### src/rtl/led_pkg.sv
`default_nettype none
// ============================================================================
// Module      : led_pkg
// Description : Shared definitions for the multi-channel LED driver.
//               Mode encodings used by the write port and the per-channel
//               output function.
// Revision    : 1.0 - initial release
// ============================================================================
package led_pkg;

    typedef logic [1:0] led_mode_t;

    localparam led_mode_t MODE_OFF   = 2'd0;
    localparam led_mode_t MODE_ON    = 2'd1;
    localparam led_mode_t MODE_BLINK = 2'd2;
    localparam led_mode_t MODE_PWM   = 2'd3;

endpackage : led_pkg
`default_nettype wire

### src/rtl/divisor_tick.sv
`default_nettype none
// ============================================================================
// Module      : divisor_tick
// Description : Free-running prescaler. Counts 0..PRESCALE-1 and raises tick
//               for the single cycle in which the count sits at PRESCALE-1,
//               giving one pulse every PRESCALE clock cycles.
// Ports       : clk   - system clock
//               rst_n - asynchronous active-low reset
//               tick  - one-cycle pulse at each prescaler wrap
// Revision    : 1.0 - initial release
// ============================================================================
module divisor_tick #(
    parameter int PRESCALE = 50_000_000
) (
    input  logic clk,
    input  logic rst_n,
    output logic tick
);

    localparam int                 c_cnt_w = (PRESCALE > 1) ? $clog2(PRESCALE) : 1;
    localparam logic [c_cnt_w-1:0] c_last  = c_cnt_w'(PRESCALE - 1);
    localparam logic [c_cnt_w-1:0] c_one   = c_cnt_w'(1);

    logic [c_cnt_w-1:0] r_count;

    always_ff @(posedge clk or negedge rst_n) begin
        if (!rst_n) begin
            r_count <= '0;
        end else if (r_count == c_last) begin
            r_count <= '0;
        end else begin
            r_count <= r_count + c_one;
        end
    end

    // Decoded straight from the count so the pulse lines up with the wrap
    // cycle; the count resets to 0, so tick is low during reset.
    assign tick = (r_count == c_last);

endmodule : divisor_tick
`default_nettype wire

### src/rtl/controlador_leds_pwm.sv
`default_nettype none
// ============================================================================
// Module      : controlador_leds_pwm
// Description : Multi-channel LED driver. Each channel is configured through
//               a write port as OFF, ON, BLINK (toggles at the prescaled tick
//               rate) or PWM (brightness from a duty value compared against a
//               shared free-running counter). LED outputs are registered.
// Ports       : clk     - system clock
//               rst_n   - asynchronous active-low reset
//               wr_en   - write strobe
//               wr_chan - channel to configure (out-of-range ignored)
//               wr_mode - 0=OFF 1=ON 2=BLINK 3=PWM
//               wr_duty - PWM duty value (stored in every mode)
//               leds    - registered LED drive, bit i = channel i
//               tick    - one-cycle pulse at each prescaler wrap
// Revision    : 1.0 - initial release
// ============================================================================
module controlador_leds_pwm
    import led_pkg::*;
#(
    parameter int NUM_LEDS = 4,
    parameter int PRESCALE = 50_000_000,
    parameter int DUTY_W   = 8
) (
    input  logic                                              clk,
    input  logic                                              rst_n,
    input  logic                                              wr_en,
    input  logic [((NUM_LEDS > 1) ? $clog2(NUM_LEDS) : 1)-1:0] wr_chan,
    input  led_mode_t                                         wr_mode,
    input  logic [DUTY_W-1:0]                                 wr_duty,
    output logic [NUM_LEDS-1:0]                               leds,
    output logic                                              tick
);

    localparam int                c_chan_w = (NUM_LEDS > 1) ? $clog2(NUM_LEDS) : 1;
    localparam logic [DUTY_W-1:0] c_pwm_one = DUTY_W'(1);

    logic              w_tick;
    logic [DUTY_W-1:0] r_pwm_cnt;

    divisor_tick #(
        .PRESCALE (PRESCALE)
    ) u_divisor_tick (
        .clk   (clk),
        .rst_n (rst_n),
        .tick  (w_tick)
    );

    assign tick = w_tick;

    // Shared PWM counter keeps every PWM channel phase-aligned.
    always_ff @(posedge clk or negedge rst_n) begin
        if (!rst_n) begin
            r_pwm_cnt <= '0;
        end else begin
            r_pwm_cnt <= r_pwm_cnt + c_pwm_one;
        end
    end

    for (genvar i = 0; i < NUM_LEDS; i++) begin : g_chan
        localparam logic [c_chan_w-1:0] c_idx = c_chan_w'(i);

        led_mode_t         r_mode;
        logic [DUTY_W-1:0] r_duty;
        logic              r_phase;
        logic              r_led;
        logic              w_sel;
        logic              w_out;

        // Only indices 0..NUM_LEDS-1 are decoded, so an out-of-range
        // wr_chan selects no channel and the write is dropped.
        assign w_sel = wr_en && (wr_chan == c_idx);

        always_ff @(posedge clk or negedge rst_n) begin
            if (!rst_n) begin
                r_mode <= MODE_OFF;
                r_duty <= '0;
            end else if (w_sel) begin
                r_mode <= wr_mode;
                r_duty <= wr_duty;
            end
        end

        // A BLINK write restarts the phase lit and overrides a tick on the
        // same edge; otherwise the phase toggles on ticks while blinking.
        always_ff @(posedge clk or negedge rst_n) begin
            if (!rst_n) begin
                r_phase <= 1'b0;
            end else if (w_sel && (wr_mode == MODE_BLINK)) begin
                r_phase <= 1'b1;
            end else if (w_tick && (r_mode == MODE_BLINK)) begin
                r_phase <= ~r_phase;
            end
        end

        always_comb begin
            w_out = 1'b0;
            case (r_mode)
                MODE_OFF:   w_out = 1'b0;
                MODE_ON:    w_out = 1'b1;
                MODE_BLINK: w_out = r_phase;
                MODE_PWM:   w_out = (r_pwm_cnt < r_duty);
                default:    w_out = 1'b0;
            endcase
        end

        always_ff @(posedge clk or negedge rst_n) begin
            if (!rst_n) begin
                r_led <= 1'b0;
            end else begin
                r_led <= w_out;
            end
        end

        assign leds[i] = r_led;
    end

endmodule : controlador_leds_pwm
`default_nettype wire

### config.mk
export PLATFORM = sky130hd
export DESIGN_NAME = controlador_leds_pwm
export DESIGN_NICKNAME = d
export VERILOG_FILES = /design/src/rtl/led_pkg.sv /design/src/rtl/divisor_tick.sv /design/src/rtl/controlador_leds_pwm.sv
export SDC_FILE = /design/constraint.sdc
export NUM_CORES = 1
export LEC_CHECK = 0
export ABC_CLOCK_PERIOD_IN_PS = 2700
export CORE_AREA = 2 2 95 97
export DETAILED_ROUTE_END_ITERATION = 10
export DIE_AREA = 0 0 97 99
export GPL_TIMING_DRIVEN = 0
export PLACE_DENSITY = 0.76
export SYNTH_ARGS = -nofsm -noshare
export SYNTH_HDL_FRONTEND = slang
export SYNTH_SLANG_ARGS = --single-unit
### constraint.sdc
create_clock -name clk -period 2.7 [get_ports clk]
set_clock_uncertainty 0.2 [all_clocks]
set_input_delay 0.54 -clock clk [delete_from_list [all_inputs] [get_ports clk]]
set_output_delay 0.54 -clock clk [all_outputs]
set_load 0.02 [all_outputs]
**Word-level counts from Yosys, hierarchy flattened**

Index checks and enable logic that the tools add are counted.

- Bits in registers: 82

- Multiplexer cells: 13
- Reductions and logical operators: 21
- Equal/unequal tests: 17
- $lt $le $gt $ge: 4
- Bitwise logic cells: 4
- Add/sub/neg operators: 2

Operators by type and width:

| kind | count |
|---|---|
| $lt 8x8->1 | 4 |
| $add 26x1->26 const B | 1 |
| $eq 26x26->1 const B | 1 |
| $mux 26 | 1 |
| $eq 2x2->1 const B | 11 |
| $pmux 1 s4 | 4 |
| $logic_and 1x1->1 | 12 |
| $eq 2x1->1 const B | 5 |
| $logic_not 2->1 | 5 |
| $add 8x1->8 const B | 1 |
| $mux 1 | 8 |
| $reduce_bool 2->1 | 4 |
| $not 1->1 | 4 |

**Depth between registers and ports, before layout**

Gate-level depths: netlist of the first run.

- Depth after elaboration: 4
- Mapped depth: 7
- Mapped depth without buffers: 7

**Modules after synthesis**

Synthesis of the first run repeated with hierarchy kept, for this count alone.

- Cell total of the unflattened synthesis: 390
- Area, all modules: 4,254.1 µm²

By module, submodules not included:

| module | seq. area each (µm²) | instances | area an instance (µm²) | cells each |
|---|---|---|---|---|
| controlador_leds_pwm | 1,401.3 | 1 | 2,916.5 | 256 |
| divisor_tick | 650.6 | 1 | 1,337.5 | 134 |

**Worst setup path before layout of the first run**

No wires, ideal clock.

- Kind: register to output
- Start point: register u_divisor_tick.r_count[0]
- End point: output port tick
- Arrival: 1.452 ns
- Setup slack: 0.508 ns
- Buffers on the path: 2
- Cell stages (with the launch flop): 7
- Cells stage by stage: dfrtp_1 > ha_1 > nand4_2 > nor3_2 > and2_4 > buf_4 > buf_4

- Longest elaborated chain between the ends: 1

RTL lines:

| what | line | source |
|---|---|---|
| from (decl) | divisor_tick.sv:24 | `logic [c_cnt_w-1:0] r_count;` |
| from (signal assigned) | divisor_tick.sv:32 | `r_count <= r_count + c_one;` |
| $eq 26x26->1 | divisor_tick.sv:38 | `assign tick = (r_count == c_last);` |
| to (decl) | controlador_leds_pwm.sv:32 | `output logic tick` |

Every way passes these cells.

**Worst setup path in the final report of the first run**

- Start point: register u_divisor_tick.r_count[1]
- End point: output port tick

Same word-level chain as after synthesis.

==> impl_metrics.csv, run 1 <==
group,metric,value,unit
setup_path,reg2reg_from,"r_pwm_cnt[6]$_DFF_PN0_",
setup_path,worstSetupStartpointType,"flop",
setup_path,worstPathRequired,1.96,ns
clock_network,clock_latency,0.35,ns
sta,slew_viol_final,0,
synthesis,synthAdderAreaFrac,0.08921,
synthesis,synth.distinct_cells,44,
synthesis,yosys_register_bits,82,
flow_run,drv_cap,0,
min_path,hold_depth,1,
route,dr_total_vias,2914,
power_and_ir_drop,power_per_cell_area,600.8,nW/µm²
min_path,hold_path.class,"flop to flop",
place,place_hpwl,5.898,mm
synthesis,avgSynthCellArea,11.19,µm²
route,vias_per_cell,5.561,
final_layout,finalInstanceArea,4835,µm²
global_route,grt_pass1_wl,14.27,mm
clock_network,h-tree-depth,3,
power_and_ir_drop,power.leakage,2.290,nW
route,antenna_left,0,
route,drtPass1Iterations,4,
setup_path,path_max_fanout,7,
setup_path,reg2reg_slack,0.62,ns
sta,setup_slack,0.1090,ns
sta,worstMarginPinSlew,0.6993,ns
place,placed_area,4558,µm²
synthesis,synthMuxAreaShare,0.09069,
sta,setup_tns,0,ns
floorplan,dieArea,9603,µm²
setup_path,end_kind,"output port",
route,drc,0,
place,dp_slack,-0.3727,ns
sta,fin_crit_sh,0.9596,
sta,hold_viol,0,
route,wirelength,8.183,mm
final_layout,fin_util,0.5654,
clock_network,clock_tree.buffer_depth,2,
final_layout,mostFrequentLayoutCells,"dfrtp_1, inv_1, mux2_2",
final_layout,area_growth,14.90,%
global_route,grt_max_degree,52,
power_and_ir_drop,peakVddDrop,289.1,µV
sta,setup_violations,0,
final_layout,nNetsFinal,456,
floorplan,dieWidth,97,µm
route,drt_iter0_drc,150,
min_path,min_from,"u_divisor_tick.r_count[22]$_DFF_PN0_",
synthesis,synth_area,4208,µm²
floorplan,fp.coreArea,8551,µm²
sta,fmax,385.9,MHz
place,gp_congestion,0.7620,
clock_network,cts_sinks,82,
global_route,grt-ovfl-total,0,
route,wl_per_cell,15.62,µm
clock_network,cts_tree,"done",
setup_path,crit_type,"flop to output port",
sta,relSlewSlack,0.5338,
synthesis,synthSimpleGateAreaFrac,0.1606,
setup_path,cp.arrival,1.85,ns
final_layout,diodes,0,
sta,rsz0062_at_grt,"no",
clock_network,cts_root_buffer,"clkbuf_8",
run_status,outcome,"complete, no violations",
setup_path,ff2ff_path_depth,6,
synthesis,seq_area_frac_synth,0.4877,
floorplan,fp-row-count,34,
synthesis,synth_warnings,0,
synthesis,synthCells,376,
floorplan,io_pins,20,
global_route,antenna_found_initial,0,
synthesis,synth_compound_area_frac,0.06809,
synthesis,synthXorXnorAreaFrac,0.05828,
clock_network,clkTransAtPathRegs,0.09,ns
final_layout,final_layout_size_suffix_gt1_frac,0.1899,
min_path,holdPathEnd,"u_divisor_tick.r_count[22]$_DFF_PN0_",
final_layout,nFillCells,714,
place,portBuffers,19,
floorplan,initial_core_util,0.4921,
synthesis,syn-num-nets,421,
clock_network,cts_made_buffers,9,
global_route,grt_usage,0.1878,
global_route,grt_pass1_vias,2992,
setup_path,reg2reg_to,"g_chan[3].r_led$_DFF_PN0_",
sta,period_minus_slack,2.591,ns
final_layout,final_common_cell,"dfrtp_1",
floorplan,die_h,99,µm
power_and_ir_drop,power,2.905,mW
synthesis,synth_top_family_by_area,"simple AND/OR/NAND/NOR gates",
## worst max-delay path by stage
stage / to / slack [ns] / start / cells after the start
6_report: tick / 0.11 / u_divisor_tick.r_count[1]$_DFF_PN0_ / 5
5_1_grt: tick / 0.02 / u_divisor_tick.r_count[1]$_DFF_PN0_ / 5
4_1_cts: tick / 0.0005 / u_divisor_tick.r_count[1]$_DFF_PN0_ / 5
3_5_place_dp: tick / -0.37 / u_divisor_tick.r_count[0]$_DFF_PN0_ / 7
3_3_place_gp: u_divisor_tick.r_count[21]$_DFF_PN0_ / -1.96 / rst_n / 1
2_1_floorplan: tick / 0.51 / u_divisor_tick.r_count[0]$_DFF_PN0_ / 6
## per-layer routing
metal / share of wire / vias up / wire length [µm] / track usage
li1: - / 1379 / - / -
met1: 0.46 / 1467 / 3805 / 0.2515
met2: 0.48 / 52 / 3924 / 0.2997
met3: 0.032 / 16 / 264 / 0.04610
met4: 0.023 / 0 / 189 / 0.06826
met5: 0 / - / 0 / 0
## cell families after synthesis
group	count (synthesis)
DFF	82
and+or+nand+nor	111
xor gates and xnor gates	28
adders and majority gates	30
buffers and inverters	45
AOI/OAI and AO/OA	46
muxes	34
## synth_stat cells, drive strengths merged
| cell type | count | area [µm²] |
|---|---|---|
| a211oi | 4 | 30.03 |
| a21o | 10 | 75.07 |
| a21oi | 8 | 40.04 |
| a22o | 1 | 8.760 |
| a31oi | 1 | 6.260 |
| a41oi | 3 | 26.28 |
| and2 | 1 | 8.760 |
| and2b | 1 | 7.510 |
| and3 | 7 | 43.79 |
| and4 | 3 | 28.78 |
| and4b | 1 | 10.01 |
| buf | 6 | 45.04 |
| clkbuf | 4 | 15.01 |
| dfrtp | 82 | 2052 |
| ha | 30 | 375.4 |
| inv | 35 | 131.4 |
| mux2 | 33 | 371.6 |
| mux2i | 1 | 10.01 |
| nand2 | 23 | 91.34 |
| nand2b | 5 | 31.28 |
| nand3 | 14 | 82.58 |
| nand3b | 4 | 30.03 |
| nand4 | 13 | 87.58 |
| nand4b | 1 | 8.760 |
| nor2 | 19 | 73.82 |
| nor2b | 4 | 25.02 |
| nor3 | 3 | 30.03 |
| nor3b | 3 | 32.53 |
| nor4 | 4 | 52.55 |
| o21ai | 16 | 80.07 |
| o22ai | 2 | 12.51 |
| o31ai | 1 | 7.510 |
| or3 | 5 | 31.28 |
| xnor2 | 11 | 96.34 |
| xor2 | 17 | 148.9 |
## per-stage QoR
| stage | std cells | hold slack, ns |
|---|---|---|
| after floorplan | 376 | 0.04441 |
| after global routing | 524 | 0.3182 |
| after global placement | 503 | 0.2804 |
| after CTS | 521 | 0.2986 |
| after detailed placement | 504 | 0.2838 |
| final | 524 | 0.3022 |
## state kept, by name, indices dropped and copies added (netlist names)
signal,cells
g_chan.r_led,4
g_chan.r_mode,8
g_chan.r_phase,4
u_divisor_tick.r_count,26
g_chan.r_duty,32
r_pwm_cnt,8
## layout make-up
cell class                 count  area, µm²  area share
sequential                    82       2053      0.4247
multi-input combinational    250       1996      0.4128
timing repair buffer          25      256.5     0.05305
tap                          108      135.1     0.02795
inverter                      35      131.4     0.02717
clock buffer                   9      123.9     0.02562
clock inverter                 7      93.84     0.01941
buffer                         8      45.04    0.009317
## power breakdown
group / switching [mW] / internal, mW / total, mW
Combinational: 0.243 / 0.267 / 0.510
Clock: 0.455 / 0.519 / 0.974
Sequential: 0.0639 / 1.36 / 1.42
Total: 0.762 / 2.14 / 2.90
## timing repair
item                                    CTS  global route
pin swaps                                 1             1
endpoints found under the hold margin    31             0
hold buffers                              1             0
gates resized for setup                   7             1
setup buffers                             1             3
endpoints found under the setup margin    1             1
gates cloned                              1             0
## critical path, stage by stage, from the launching register on
cell and delay [ns]:
dfrtp_1 0.40, ha_2 0.25, nand4_4 0.15, nor3_4 0.20, and2_4 0.23, clkdlybuf4s15_2 0.27
Power figures use the tool's default switching activity.
==> run 2: changes to the inputs <==
--- a/config.mk
+++ b/config.mk
@@ -6,11 +6,12 @@
 export NUM_CORES = 1
 export LEC_CHECK = 0
 export ABC_CLOCK_PERIOD_IN_PS = 2700
-export CORE_AREA = 2 2 95 97
+export CORE_AREA = 2 2 96 98
 export DETAILED_ROUTE_END_ITERATION = 10
-export DIE_AREA = 0 0 97 99
+export DIE_AREA = 0 0 98 100
 export GPL_TIMING_DRIVEN = 0
 export PLACE_DENSITY = 0.76
 export SYNTH_ARGS = -nofsm -noshare
 export SYNTH_HDL_FRONTEND = slang
+export SYNTH_HIERARCHICAL = 1
 export SYNTH_SLANG_ARGS = --single-unit
==> impl_metrics.csv, run 2 <==
group,metric,value,unit
setup_path,end_kind,"output port",
final_layout,regMostFlops,"g_chan.r_duty",
route,drtPass1Iterations,4,
synthesis,synth_top_area_share,0.4824,
sta,hold_viol,0,
synthesis,synth_ff_type,"dfrtp_1",
setup_path,path_cells,"nand3_1 -> or2_2 -> nor4_4 -> buf_6 -> buf_2",
sta,relSlewSlack,0.5662,
sta,period_minus_slack,2.607,ns
synthesis,synthSimpleGateAreaFrac,0.1606,
setup_path,reg2reg_from,"u_divisor_tick/r_count[12]$_DFF_PN0_",
clock_network,cts_root_buffer,"clkbuf_8",
clock_network,clock_latency,0.34,ns
global_route,grt_pass1_vias,3085,
synthesis,synth-edff-count,0,
setup_path,worstPathRequired,1.96,ns
final_layout,final_layout_size_suffix_gt1_frac,0.1820,
final_layout,largest_reg_flops,32,
power_and_ir_drop,power_per_cell_area,608.0,nW/µm²
final_layout,fin_util,0.5545,
synthesis,avgSynthCellArea,10.91,µm²
synthesis,synth_warnings,6,
flow_run,drv_cap,0,
synthesis,synthMuxAreaShare,0.08971,
power_and_ir_drop,power.leakage,2.247,nW
global_route,grt_max_degree,61,
final_layout,mostFrequentLayoutCells,"dfrtp_1, inv_1, mux2_2",
place,place_hpwl,5.871,mm
route,wl_per_cell,15.35,µm
setup_path,cp_top_family,"simple AND/OR/NAND/NOR gates",
synthesis,synthXorXnorAreaFrac,0.05353,
place,dp_cells,521,
min_path,hold_path.class,"flop to flop",
sta,slew_viol_final,0,
run_status,outcome,"complete, no violations",
synthesis,synthTopCellsByCount,"dfrtp_1, inv_1, mux2_2",
route,dr_total_vias,3005,
clock_network,cts_tree,"done",
floorplan,die_h,100,µm
final_layout,register_area,2057,µm²
setup_path,crit_start,"u_divisor_tick/r_count[12]$_DFF_PN0_",
sta,worstMarginPinSlew,0.6447,ns
clock_network,h-tree-depth,3,
power_and_ir_drop,peakVddDrop,413.8,µV
synthesis,synth-async-reset-ratio,1.000,
sta,fin_crit_sh,0.9654,
power_and_ir_drop,power,2.997,mW
synthesis,synthCells,390,
global_route,grt-ovfl-total,0,
floorplan,initial_core_util,0.4785,
route,vias_per_cell,5.514,
setup_path,max_stage_delay,0.40,ns
place,placed_area,4608,µm²
synthesis,syn-num-nets,436,
floorplan,io_pins,20,
place,portBuffers,19,
final_layout,final_common_cell,"dfrtp_1",
setup_path,cp.arrival,1.87,ns
global_route,antenna_found_initial,0,
synthesis,synth_area_leaders,"dfrtp_1, ha_1, mux2_2",
clock_network,cts_made_buffers,9,
route,antenna_left,0,
final_layout,finalInstanceArea,4930,µm²
final_layout,fin_cells,545,
synthesis,synth.distinct_cells,41,
final_layout,nFillCells,765,
setup_path,path_max_fanout,4,
setup_path,crit_type,"flop to output port",
final_layout,nNetsFinal,475,
synthesis,synth_area,4254,µm²
floorplan,fp.coreArea,8890,µm²
final_layout,multi_input_area,2002,µm²
sta,fmax,383.7,MHz
route,wirelength,8.366,mm
min_path,min_from,"g_chan[2].r_duty[6]$_DFFE_PN0P_",
clock_network,clkTransAtPathRegs,0.08,ns
clock_network,clock_tree.buffer_depth,2,
route,drt_iter0_drc,181,
floorplan,dieArea,9800,µm²
floorplan,fp-row-count,35,
synthesis,synth_most_common_cell,"dfrtp_1",
synthesis,synthAdderAreaFrac,0.09118,
setup_path,worstSetupStartpointType,"flop",
final_layout,area_growth,15.88,%
setup_path,crit_path_top_delay_cell,"dfrtp_1",
synthesis,synth_top_family_by_area,"simple AND/OR/NAND/NOR gates",
final_layout,reg.largest.list,"g_chan.r_duty x32, u_divisor_tick/r_count x26",
place,gp_congestion,0.8544,
route,drc,0,
sta,setup_violations,0,
synthesis,synth_compound_area_frac,0.07353,
final_layout,diodes,0,
global_route,grt_usage,0.1859,
floorplan,dieWidth,98,µm
global_route,grt_pass1_wl,14.49,mm
synthesis,yosys_register_bits,82,
clock_network,cts_sinks,82,
sta,holdWs,0.3090,ns
setup_path,critPathBufInv,2,
synthesis,synth_top_area_cell,"dfrtp_1",
synthesis,seq_area_frac_synth,0.4824,
-- run 2: cell types whose count changed after synthesis, moves of 4 or more --
cell	delta
o21ai_0	+7
a21oi_1	+10
nand2_1	+4
xor2_1	-5
-- run 2: power breakdown --
| part | switching, mW | internal, mW |
|---|---|---|
| sequential | 0.0691 | 1.36 |
| combinational | 0.235 | 0.258 |
| clock | 0.435 | 0.643 |
-- run 2: cell type report --
class | instances | area share
Clock inverter | 4 | 0.02005
Timing Repair Buffer | 28 | 0.05533
Multi-Input combinational cell | 262 | 0.4061
Buffer | 11 | 0.01701
Sequential cell | 82 | 0.4173
Inverter | 35 | 0.02665
Tap cell | 111 | 0.02817
Clock buffer | 12 | 0.02944
-- run 2: kinds of logic (layout without fill, tap and decap cells) --
kind of cell / after synthesis / in the layout
buffers and inverters: 46 / 90
and+or+nand+nor: 117 / 117
muxes: 34 / 34
DFF: 82 / 82
adders and majority gates: 31 / 31
xor gates and xnor gates: 26 / 26
AOI/OAI and AO/OA: 54 / 54
-- run 2: final timing paths --
path | endpoint | slack (ns) | cells after the start
min reg2reg | g_chan[2].r_duty[6]$_DFFE_PN0P_ | 0.31 | 1
max | tick | 0.09 | 5
min | g_chan[2].r_duty[6]$_DFFE_PN0P_ | 0.31 | 1
max in group asynchronous | u_divisor_tick/r_count[4]$_DFF_PN0_ | 1.25 | 3
max reg2reg | g_chan[2].r_phase$_DFFE_PN0P_ | 0.44 | 9
min in group asynchronous | g_chan[1].r_led$_DFF_PN0_ | 0.43 | 2
-- run 2: per-stage QoR --
step	worst slack (ns)	setup TNS, ns
after global routing	-0.002629	-0.002629
after floorplan	0.3731	0
after detailed placement	-0.5670	-0.5670
final	0.09346	0
after CTS	0.03734	0
after global placement	-1.970	-161.74
-- run 2: per-layer routing --
layer,vias up,part of all wire,wire length [µm],track usage
li1,1448,-,-,-
met3,21,0.027,225,0.02786
met5,-,0,0,0
met1,1491,0.45,3784,0.2363
met2,45,0.49,4127,0.3119
met4,0,0.027,229,0.09295
-- run 2: timing repair --
action                     CTS  global route
hold buffers                 1             0
gates resized for setup      8             4
pin swaps                    2             1
hold endpoints to repair    22             0
setup endpoints to repair    1             1
buffers inserted             5             2
==> run 3: changes to the inputs <==
--- a/config.mk
+++ b/config.mk
@@ -5,10 +5,11 @@
 export SDC_FILE = /design/constraint.sdc
 export NUM_CORES = 1
 export LEC_CHECK = 0
+export ABC_AREA = 1
 export ABC_CLOCK_PERIOD_IN_PS = 2700
-export CORE_AREA = 2 2 96 98
+export CORE_AREA = 2 2 98 100
 export DETAILED_ROUTE_END_ITERATION = 10
-export DIE_AREA = 0 0 98 100
+export DIE_AREA = 0 0 100 102
 export GPL_TIMING_DRIVEN = 0
 export PLACE_DENSITY = 0.76
 export SYNTH_ARGS = -nofsm -noshare
==> impl_metrics.csv, run 3 <==
group,metric,value,unit
synthesis,synthCells,561,
synthesis,syn-num-nets,607,
power_and_ir_drop,power_frac_comb,0.168,
place,dp_slack,-0.06431,ns
sta,slew_viol_final,0,
final_layout,area_growth,13.10,%
setup_path,worstSetupStartpointType,"flop",
run_status,outcome,"complete, no violations",
clock_network,cts_tree,"done",
synthesis,synth.distinct_cells,27,
global_route,grt_max_degree,46,
route,wirelength,9.052,mm
power_and_ir_drop,power.share.clock,0.309,
setup_path,critPathBufInv,2,
place,placed_area,4842,µm²
setup_path,cp_top_family,"simple AND/OR/NAND/NOR gates",
synthesis,synth_ff_type,"dfrtp_1",
route,wl_per_cell,12.71,µm
synthesis,synth-edff-count,0,
final_layout,final_common_cell,"nand2_1",
final_layout,final_layout_size_suffix_gt1_frac,0.09484,
place,place_hpwl,7.096,mm
synthesis,synth_warnings,6,
clock_network,h-tree-depth,3,
clock_network,cts_sinks,82,
synthesis,synth_area_leaders,"dfrtp_1, nand2_1, ha_1",
global_route,grt_pass1_vias,3733,
clock_network,clkTransAtPathRegs,0.09,ns
clock_network,cts_root_buffer,"clkbuf_8",
final_layout,register_area,2052,µm²
power_and_ir_drop,switching_share,0.2926,
route,drtPass1Iterations,4,
synthesis,yosys_register_bits,82,
power_and_ir_drop,peakVddDrop,291.1,µV
sta,hold_viol,0,
final_layout,largest_reg_flops,32,
setup_path,max_stage_delay,0.45,ns
sta,setup_violations,0,
final_layout,regMostFlops,"g_chan.r_duty",
floorplan,dieArea,10200,µm²
sta,fin_crit_sh,0.9407,
global_route,grt-ovfl-total,0,
power_and_ir_drop,p_switching,0.7843,mW
route,dr_total_vias,3631,
sta,fmax,393.7,MHz
route,vias_per_cell,5.100,
synthesis,synth_area,4488,µm²
route,drt_iter0_drc,117,
clock_network,clock_latency,0.35,ns
final_layout,nFillCells,845,
synthesis,synth_most_common_cell,"nand2_1",
final_layout,nNetsFinal,642,
place,gp_congestion,0.8994,
floorplan,die_h,102,µm
final_layout,finalInstanceArea,5076,µm²
flow_run,drv_cap,0,
synthesis,synth-async-reset-ratio,1.000,
floorplan,fp-row-count,35,
sta,rsz0062_at_grt,"no",
route,drc,0,
power_and_ir_drop,power_per_cell_area,528.1,nW/µm²
place,portBuffers,19,
synthesis,synthTopCellsByCount,"nand2_1, dfrtp_1, inv_1",
sta,worstMarginPinSlew,0.5074,ns
setup_path,crit_path_top_delay_cell,"dfrtp_1",
global_route,grt_usage,0.1977,
global_route,grt_pass1_wl,16.15,mm
synthesis,avgSynthCellArea,8.000,µm²
synthesis,seq_area_frac_synth,0.4572,
floorplan,dieWidth,100,µm
min_path,hold_path.class,"flop to flop",
sta,setup_slack,0.1601,ns
synthesis,synth_top_area_share,0.4572,
power_and_ir_drop,intPower,1.896,mW
synthesis,synth_top_area_cell,"dfrtp_1",
power_and_ir_drop,sequentialPowerShare,0.524,
final_layout,multi_input_area,2058,µm²
final_layout,reg.largest.list,"g_chan.r_duty x32, u_divisor_tick/r_count x26",
clock_network,cts_made_buffers,9,
floorplan,initial_core_util,0.4927,
setup_path,worstPathRequired,1.96,ns
final_layout,diodes,0,
setup_path,end_kind,"output port",
place,dp_cells,692,
final_layout,fin_cells,712,
floorplan,io_pins,20,
sta,relSlewSlack,0.6617,
power_and_ir_drop,power.leakage,2.530,nW
setup_path,path_cells,"inv_1 -> nand2_1 -> nor2_1 -> nand2_1 -> nor2_1 -> nand3_1 -> nor2_4 -> clkdlybuf4s15_2",
route,antenna_left,0,
setup_path,path_max_fanout,5,
clock_network,clock_tree.buffer_depth,2,
global_route,antenna_found_initial,0,
setup_path,crit_type,"flop to output port",
setup_path,cp.arrival,1.80,ns
floorplan,fp.coreArea,9109,µm²
final_layout,mostFrequentLayoutCells,"nand2_1, dfrtp_1, inv_1",
sta,period_minus_slack,2.540,ns
==> run 3: cell count changes in the layout (fill, tap and decap cells not counted), sizes merged, moves of 5 or more <==
cell   delta
nand2   +115
nor2     +55
inv      +52
mux2     -33
nand3    +24
o21ai    +21
nand4    -14
xnor2    -10
nor2b     -7
and3      -6
and4      -5
nor4      -5
xor2      +5
==> run 3: final cells by class <==
| cell class | instances | area share |
|---|---|---|
| clock inverter | 7 | 0.01158 |
| inverter | 83 | 0.06187 |
| buffer | 13 | 0.01602 |
| sequential | 82 | 0.4042 |
| clock buffer | 9 | 0.02440 |
| timing repair buffer | 24 | 0.04905 |
| tap | 111 | 0.02736 |
| multi-input combinational | 383 | 0.4055 |
==> run 3: cell families (layout without fill, tap and decap cells) <==
kind of cell	after synthesis	in the layout	synth area share
simple gates	263	263	0.2453
buf+inv	96	136	0.08810
flops	82	82	0.4572
compound gates	68	68	0.08196
fa+ha+maj	31	31	0.08642
xor+xnor	21	21	0.04098
==> run 3: worst reg2reg max path: stages (launching register included) <==
cell,delay (ns)
dfrtp_1,0.45
inv_1,0.09
nand2_1,0.05
nor2_1,0.09
nand2_1,0.06
nor2_1,0.12
nand3_1,0.13
nor2_4,0.18
buf_4,0.14
nand3_1,0.09
o22ai_1,0.18
a21o_1,0.10
==> run 3: metrics by stage <==
stage	TNS (ns)	power, mW	util	hold WS (ns)
final	0	2.680	0.5573	0.2935
after global routing	0	2.832	0.5573	0.3237
after CTS	0	2.712	0.5532	0.3003
after detailed placement	-0.06431	1.881	0.5316	0.2786
after global placement	-162.68	1.845	0.5288	0.2724
after floorplan	0	1.712	-	0.04441
==> run 3: repair_timing <==
action	4_1_cts	5_1_grt
pin swaps	0	1
hold buffers	1	0
cloned	0	0
endpoints found under the hold margin	37	0
endpoints found under the setup margin	1	1
gates resized for setup	4	4
buffers inserted	0	3
==> run 3: power groups by stage <==
stage / logic, mW / clock network (mW) / registers (mW)
2_1_floorplan: 0.302 / 0 / 1.41
3_3_place_gp: 0.424 / 0 / 1.42
3_5_place_dp: 0.454 / 0 / 1.43
4_1_cts: 0.457 / 0.852 / 1.40
5_1_grt: 0.518 / 0.897 / 1.42
6_report: 0.449 / 0.828 / 1.40
==> run 3: path summary, 6_finish.rpt <==
path,start,endpoint,cells past startpoint,slack (ns)
hold reg to reg,g_chan[3].r_duty[1]$_DFFE_PN0P_,g_chan[3].r_duty[1]$_DFFE_PN0P_,2,0.29
max in group asynchronous,rst_n,g_chan[3].r_duty[7]$_DFFE_PN0P_,3,1.21
hold / removal,g_chan[3].r_duty[1]$_DFFE_PN0P_,g_chan[3].r_duty[1]$_DFFE_PN0P_,2,0.29
min in group asynchronous,rst_n,g_chan[2].r_duty[0]$_DFFE_PN0P_,2,0.50
setup reg to reg,u_divisor_tick/r_count[7]$_DFF_PN0_,g_chan[2].r_phase$_DFFE_PN0P_,11,0.76
setup / recovery,u_divisor_tick/r_count[7]$_DFF_PN0_,tick,8,0.16
==> run 3: per-layer routing <==
metal / up-vias / GRT usage / share of wire
li1: 1831 / - / -
met1: 1739 / 0.2239 / 0.43
met2: 47 / 0.3779 / 0.53
met3: 14 / 0.04514 / 0.023
met4: 0 / 0.04847 / 0.012
met5: - / 0 / 0
==> variant 1: new RTL, config.mk and constraints of run 3 <==
Set the parameter `NUM_LEDS` to 2 (it was 4).
--- a/src/rtl/controlador_leds_pwm.sv
+++ b/src/rtl/controlador_leds_pwm.sv
@@ -18,7 +18,7 @@
 module controlador_leds_pwm
     import led_pkg::*;
 #(
-    parameter int NUM_LEDS = 4,
+    parameter int NUM_LEDS = 2,
     parameter int PRESCALE = 50_000_000,
     parameter int DUTY_W   = 8
 ) (
Ports: changed (resized leds and wr_chan); port bits go from 20 to 17. No check against the original RTL was run, so the function may have changed too.
==> variant 1 against run 3 <==
Routed wire length is 29% lower. Sequential cell count decreased by 24. Die area stayed put. Synthesized area fell by 29%. Utilization decreased by 15 points. Power decreased by 23%. Register-to-register slack better by 0.12 ns. Final area decreased by 26%. Worst setup slack gained 0.090 ns.
==> variant 1: results (changes against run 3) <==
stage	metric	value	unit	change
power_and_ir_drop	power_switching	473	uW	-40%
global_route	grt_pass1_wl	11400	um	-29%
place	gp_congestion	0.941		+4.6%
logic_synthesis	synth_compound_area_frac	0.0573		-0.0247
finish	fillers	905		+7.1%
setup_path	r2r-start	u_divisor_tick/r_count[0]		
global_route	grtUsageTotal	0.142		-0.0558
place	postPlaceCellArea	0.00350	mm^2	-28%
logic_synthesis	yosysSeqAreaShare	0.455		-0.00195
logic_synthesis	yosys.cell_types.count	26		-3.7%
setup_path	regToRegSetupSlack	0.88	ns	+0.12 ns
drt	drt-pass1-iter-count	5		+1
setup_path	r2r-end	u_divisor_tick/r_count[24]		
finish	reg_top3	u_divisor_tick/r_count (26), g_chan.r_duty (16), r_pwm_cnt (8)		
global_route	grt_pass1_vias	2747		-26%
place	place_ws	0.0696	ns	+0.134 ns
finish	layoutNonFillerInstCount	554		-22%
finish	fin_nets	469		-27%
logic_synthesis	synth_xor_area_frac	0.0577		+0.0167
power_and_ir_drop	ir_drop	0.193	mV	-34%
worst_hold_path	hold_path.startpoint	g_chan[0].r_duty[7]		
logic_synthesis	syn_nets	440		-28%
global_route	grt_start_max_net_pins	41		-11%
drt	viasPerCell	4.74		-7.1%
timing	min_period	2.45	ns	-0.0896 ns
drt	first_iter_violations	122		+4.3%
logic_synthesis	synthCells	409		-27%
setup_path	rr_worst_depth	7		-4
drt	post_drt_wl_per_cell	11.6	um	-8.5%
power_and_ir_drop	p_leak	1.85	nW	-27%
clock_tree	clk_pin_slew	0.06	ns	-0.03 ns
logic_synthesis	synth_area_leaders	dfrtp_1, nand2_1, nor2_1		
outcome	status	completed		
logic_synthesis	synthTopCellsByCount	nand2_1, nor2_1, inv_1		
==> variant 1: cell types whose count changed in the layout (fill, tap and decap cells not counted), sizes merged, moves of 4 or more <==
| cell | run 3 | this run |
|---|---|---|
| ha | 31 | 17 |
| buf | 18 | 7 |
| clkbuf | 9 | 15 |
| nand3 | 40 | 27 |
| o22ai | 4 | 0 |
| o21ai | 41 | 19 |
| a21o | 4 | 0 |
| dfrtp | 82 | 58 |
| nand2 | 140 | 102 |
| inv | 87 | 59 |
==> variant 1: what timing repair did <==
action | 4_1_cts | 5_1_grt
endpoints found under the setup margin | 1 | 1
hold buffers | 1 | 0
hold endpoints to repair | 18 | 0
gates resized for setup | 2 | 2
==> variant 1: tightest hold or removal path: stages (launching register included) <==
cell     delay, ns
dfrtp_1       0.34
nand2_1       0.05
o21ai_0       0.06
==> variant 1: logic make-up after synthesis <==
family,count (synthesis)
simple gates,212
buf+inv,66
flops,58
compound gates,35
xor+xnor,21
fa+ha+maj,17
==> variant 1: power groups by stage <==
stage	Combinational [mW]	Sequential, mW	Clock [mW]
final	0.198	0.937	0.936
after global routing	0.229	0.942	1.01
after CTS	0.203	0.937	0.963
after detailed placement	0.201	0.953	0
after global placement	0.189	0.951	0
after floorplan	0.119	0.947	0
==> variant 1: cell type report <==
type	count	area (um^2)	share of cell area
clock inverter	4	72.6	0.0194
multi-input combinational	285	1470	0.392
buffer	7	47.5	0.0127
clock buffer	12	165	0.0441
tap	111	139	0.0371
inverter	59	221	0.0591
sequential	58	1450	0.387
timing repair buffer	18	180	0.0481
==> variant 1: how the worst min path moves through the flow <==
| stage | end | slack [ns] | cells past startpoint |
|---|---|---|---|
| after floorplan | g_chan[0].r_duty[0] | 0.04 | 0 |
| after global placement | g_chan[1].r_duty[0] | 0.27 | 2 |
| after detailed placement | g_chan[0].r_duty[7] | 0.27 | 2 |
| after CTS | g_chan[0].r_duty[7] | 0.29 | 2 |
| after global routing | g_chan[0].r_duty[4] | 0.32 | 2 |
| final | g_chan[0].r_duty[7] | 0.29 | 2 |
==> variant 1: routing by layer <==
layer  vias up  global-route usage  wire [um]
met3        15              0.0376        269
met2        54               0.261       3340
li1       1312                   -          -
met5         -                   0          0
met4         0              0.0780        161
met1      1245               0.148       2670
==> variant 2: new RTL, settings of run 3 <==
Without the edit above. Make the reset (`rst_n`) synchronous in 5 clocked blocks. Comments in the files are not updated.
--- a/src/rtl/divisor_tick.sv
+++ b/src/rtl/divisor_tick.sv
@@ -23,7 +23,7 @@
 
     logic [c_cnt_w-1:0] r_count;
 
-    always_ff @(posedge clk or negedge rst_n) begin
+    always_ff @(posedge clk) begin
         if (!rst_n) begin
             r_count <= '0;
         end else if (r_count == c_last) begin
--- a/src/rtl/controlador_leds_pwm.sv
+++ b/src/rtl/controlador_leds_pwm.sv
@@ -49,7 +49,7 @@
     assign tick = w_tick;
 
     // Shared PWM counter keeps every PWM channel phase-aligned.
-    always_ff @(posedge clk or negedge rst_n) begin
+    always_ff @(posedge clk) begin
         if (!rst_n) begin
             r_pwm_cnt <= '0;
         end else begin
@@ -71,7 +71,7 @@
         // wr_chan selects no channel and the write is dropped.
         assign w_sel = wr_en && (wr_chan == c_idx);
 
-        always_ff @(posedge clk or negedge rst_n) begin
+        always_ff @(posedge clk) begin
             if (!rst_n) begin
                 r_mode <= MODE_OFF;
                 r_duty <= '0;
@@ -83,7 +83,7 @@
 
         // A BLINK write restarts the phase lit and overrides a tick on the
         // same edge; otherwise the phase toggles on ticks while blinking.
-        always_ff @(posedge clk or negedge rst_n) begin
+        always_ff @(posedge clk) begin
             if (!rst_n) begin
                 r_phase <= 1'b0;
             end else if (w_sel && (wr_mode == MODE_BLINK)) begin
@@ -104,7 +104,7 @@
             endcase
         end
 
-        always_ff @(posedge clk or negedge rst_n) begin
+        always_ff @(posedge clk) begin
             if (!rst_n) begin
                 r_led <= 1'b0;
             end else begin
Check against the original RTL: differs if rst_n is asserted again (counterexample within 4 cycles, from zero or initial values and one cycle with rst_n low); with rst_n held inactive, the same outputs for 10 cycles.
==> variant 2 against run 3 <==
Maximum frequency increased by 1.5%. Final cell count increased by 4.8%. Synthesized area down 5.4%. Non-clock buffer count up 2. Power is 9.7% lower. Worst setup slack better by 0.039 ns. Final area shrank 5.5%. Sequential cell count stayed put. Routed wire length is 11% higher. Largest cell class unchanged.
==> variant 2: results (changes against run 3) <==
stage	metric	value	unit	change
outcome	status	completed		
timing	min_period	2.50	ns	-0.0387 ns
finish	fin_nets	676		+5.3%
global_route	grt_start_max_net_pins	14		-70%
global_route	grtUsageTotal	0.208		+0.0104
logic_synthesis	syn_area_per_cell	7.09	um^2	-11%
setup_path	critPathArrivalTime	1.76	ns	-0.04 ns
global_route	grt-ovfl-total	0		unchanged
setup_path	slowest_delay	0.36	ns	-0.09 ns
place	gp_congestion	0.910		+1.2%
timing	worstMarginPinSlew	0.589	ns	+0.0819 ns
power_and_ir_drop	ir_drop	0.333	mV	+14%
setup_path	regToRegSetupSlack	0.43	ns	-0.33 ns
setup_path	crit_family	simple AND/OR/NAND/NOR gates		
clock_tree	clock_latency	0.35	ns	about the same
global_route	antenna_found_initial	0		unchanged
drt	first_iter_violations	147		+26%
drt	viasPerCell	5.07		-0.54%
finish	fillers	891		+5.4%
logic_synthesis	synth_compound_area_frac	0.132		+0.0504
setup_path	path_max_fanout	4		-1
place	dpl.hpwl	7420	um	+4.5%
logic_synthesis	synthAdderAreaFrac	0.0884		+0.00202
logic_synthesis	synth_xor_area_frac	0.0310		-0.0100
logic_synthesis	synthTopCellsByCount	nand2_1, inv_1, dfxtp_1		
logic_synthesis	yosys.cell_types.count	30		+11%
logic_synthesis	synthArstFlopShare	0		-1.00
logic_synthesis	synth_area_leaders	dfxtp_1, nand2_1, ha_1		
place	postPlaceCellArea	0.00457	mm^2	-5.6%
logic_synthesis	syn_nets	644		+6.1%
setup_path	slowest_stage	dfxtp_1		
place	place_ws	-0.538	ns	-0.474 ns
clock_tree	clk_pin_slew	0.07	ns	-0.02 ns
finish	drive_gt1_frac	0.0772		-0.0177
drt	post_drt_wl_per_cell	13.4	um	+5.7%
logic_synthesis	yosysSeqAreaShare	0.387		-0.0704
power_and_ir_drop	p_leak	2.07	nW	-18%
global_route	grt_pass1_wl	16500	um	+2.2%
variant 2: cell types whose count changed after synthesis, moves of 13 or more:
cell and change:
xor2_1 -13, o21ai_1 -38, nand2_1 -22, o21ai_0 +43
nor2_1 +13, a21oi_1 +43, dfxtp_1 +82, dfrtp_1 -82
variant 2: logic make-up after synthesis:
family / Yosys count
AND/OR/NAND/NOR: 253
flip-flops: 82
XOR/XNOR: 15
AO/OA/AOI/OAI: 109
buffers and inverters: 110
adder cells (fa/ha/maj): 30
variant 2: path summary, 6_finish.rpt:
check / from / to / depth (start not counted)
worst max-delay path: u_divisor_tick/r_count[0] / tick / 8
worst min-delay path: g_chan[0].r_duty[0] / g_chan[0].r_duty[0] / 2
worst max register to register: u_divisor_tick/r_count[0] / g_chan[1].r_phase / 13
worst min register to register: g_chan[0].r_duty[0] / g_chan[0].r_duty[0] / 2
variant 2: power by group:
| group | switching [mW] | internal (mW) |
|---|---|---|
| logic | 0.157 | 0.100 |
| registers | 0.0238 | 1.25 |
| clock network | 0.440 | 0.448 |
variant 2: what timing repair did:
item / 4_1_cts / 5_1_grt
gates resized for setup: 6 / 1
setup endpoints to repair: 3 / 1
pin swaps: 2 / 1
buffers inserted: 2 / 0
variant 2: area by class of cell:
class                      instances  area (um^2)  area share
timing repair buffer              21          203      0.0423
sequential                        82         1640       0.342
inverter                          92          345      0.0720
multi-input combinational        407         2160       0.450
clock inverter                     4         52.6      0.0110
tap                              111          139      0.0290
buffer                            18          116      0.0243
clock buffer                      11          141      0.0295
variant 2: per-layer routing:
layer	wire length [um]	global-route usage	vias to the layer above
li1	-	-	1945
met1	4270	0.236	1744
met2	4990	0.387	76
met3	491	0.0451	19
met4	274	0.0738	0
met5	0	0	-
variant 2: tightest hold or removal path: stages (launching register included):
cell and delay (ns):
dfxtp_1 0.31, inv_1 0.04, a21oi_1 0.05
variant 2: per-stage QoR:
step | std cells | TNS (ns) | hold slack [ns]
floorplan | 599 | 0 | 0.217
global placement | 729 | -0.452 | 0.228
detailed placement | 729 | -0.653 | 0.237
CTS | 746 | 0 | 0.248
global route | 746 | 0 | 0.262
finish | 746 | 0 | 0.246
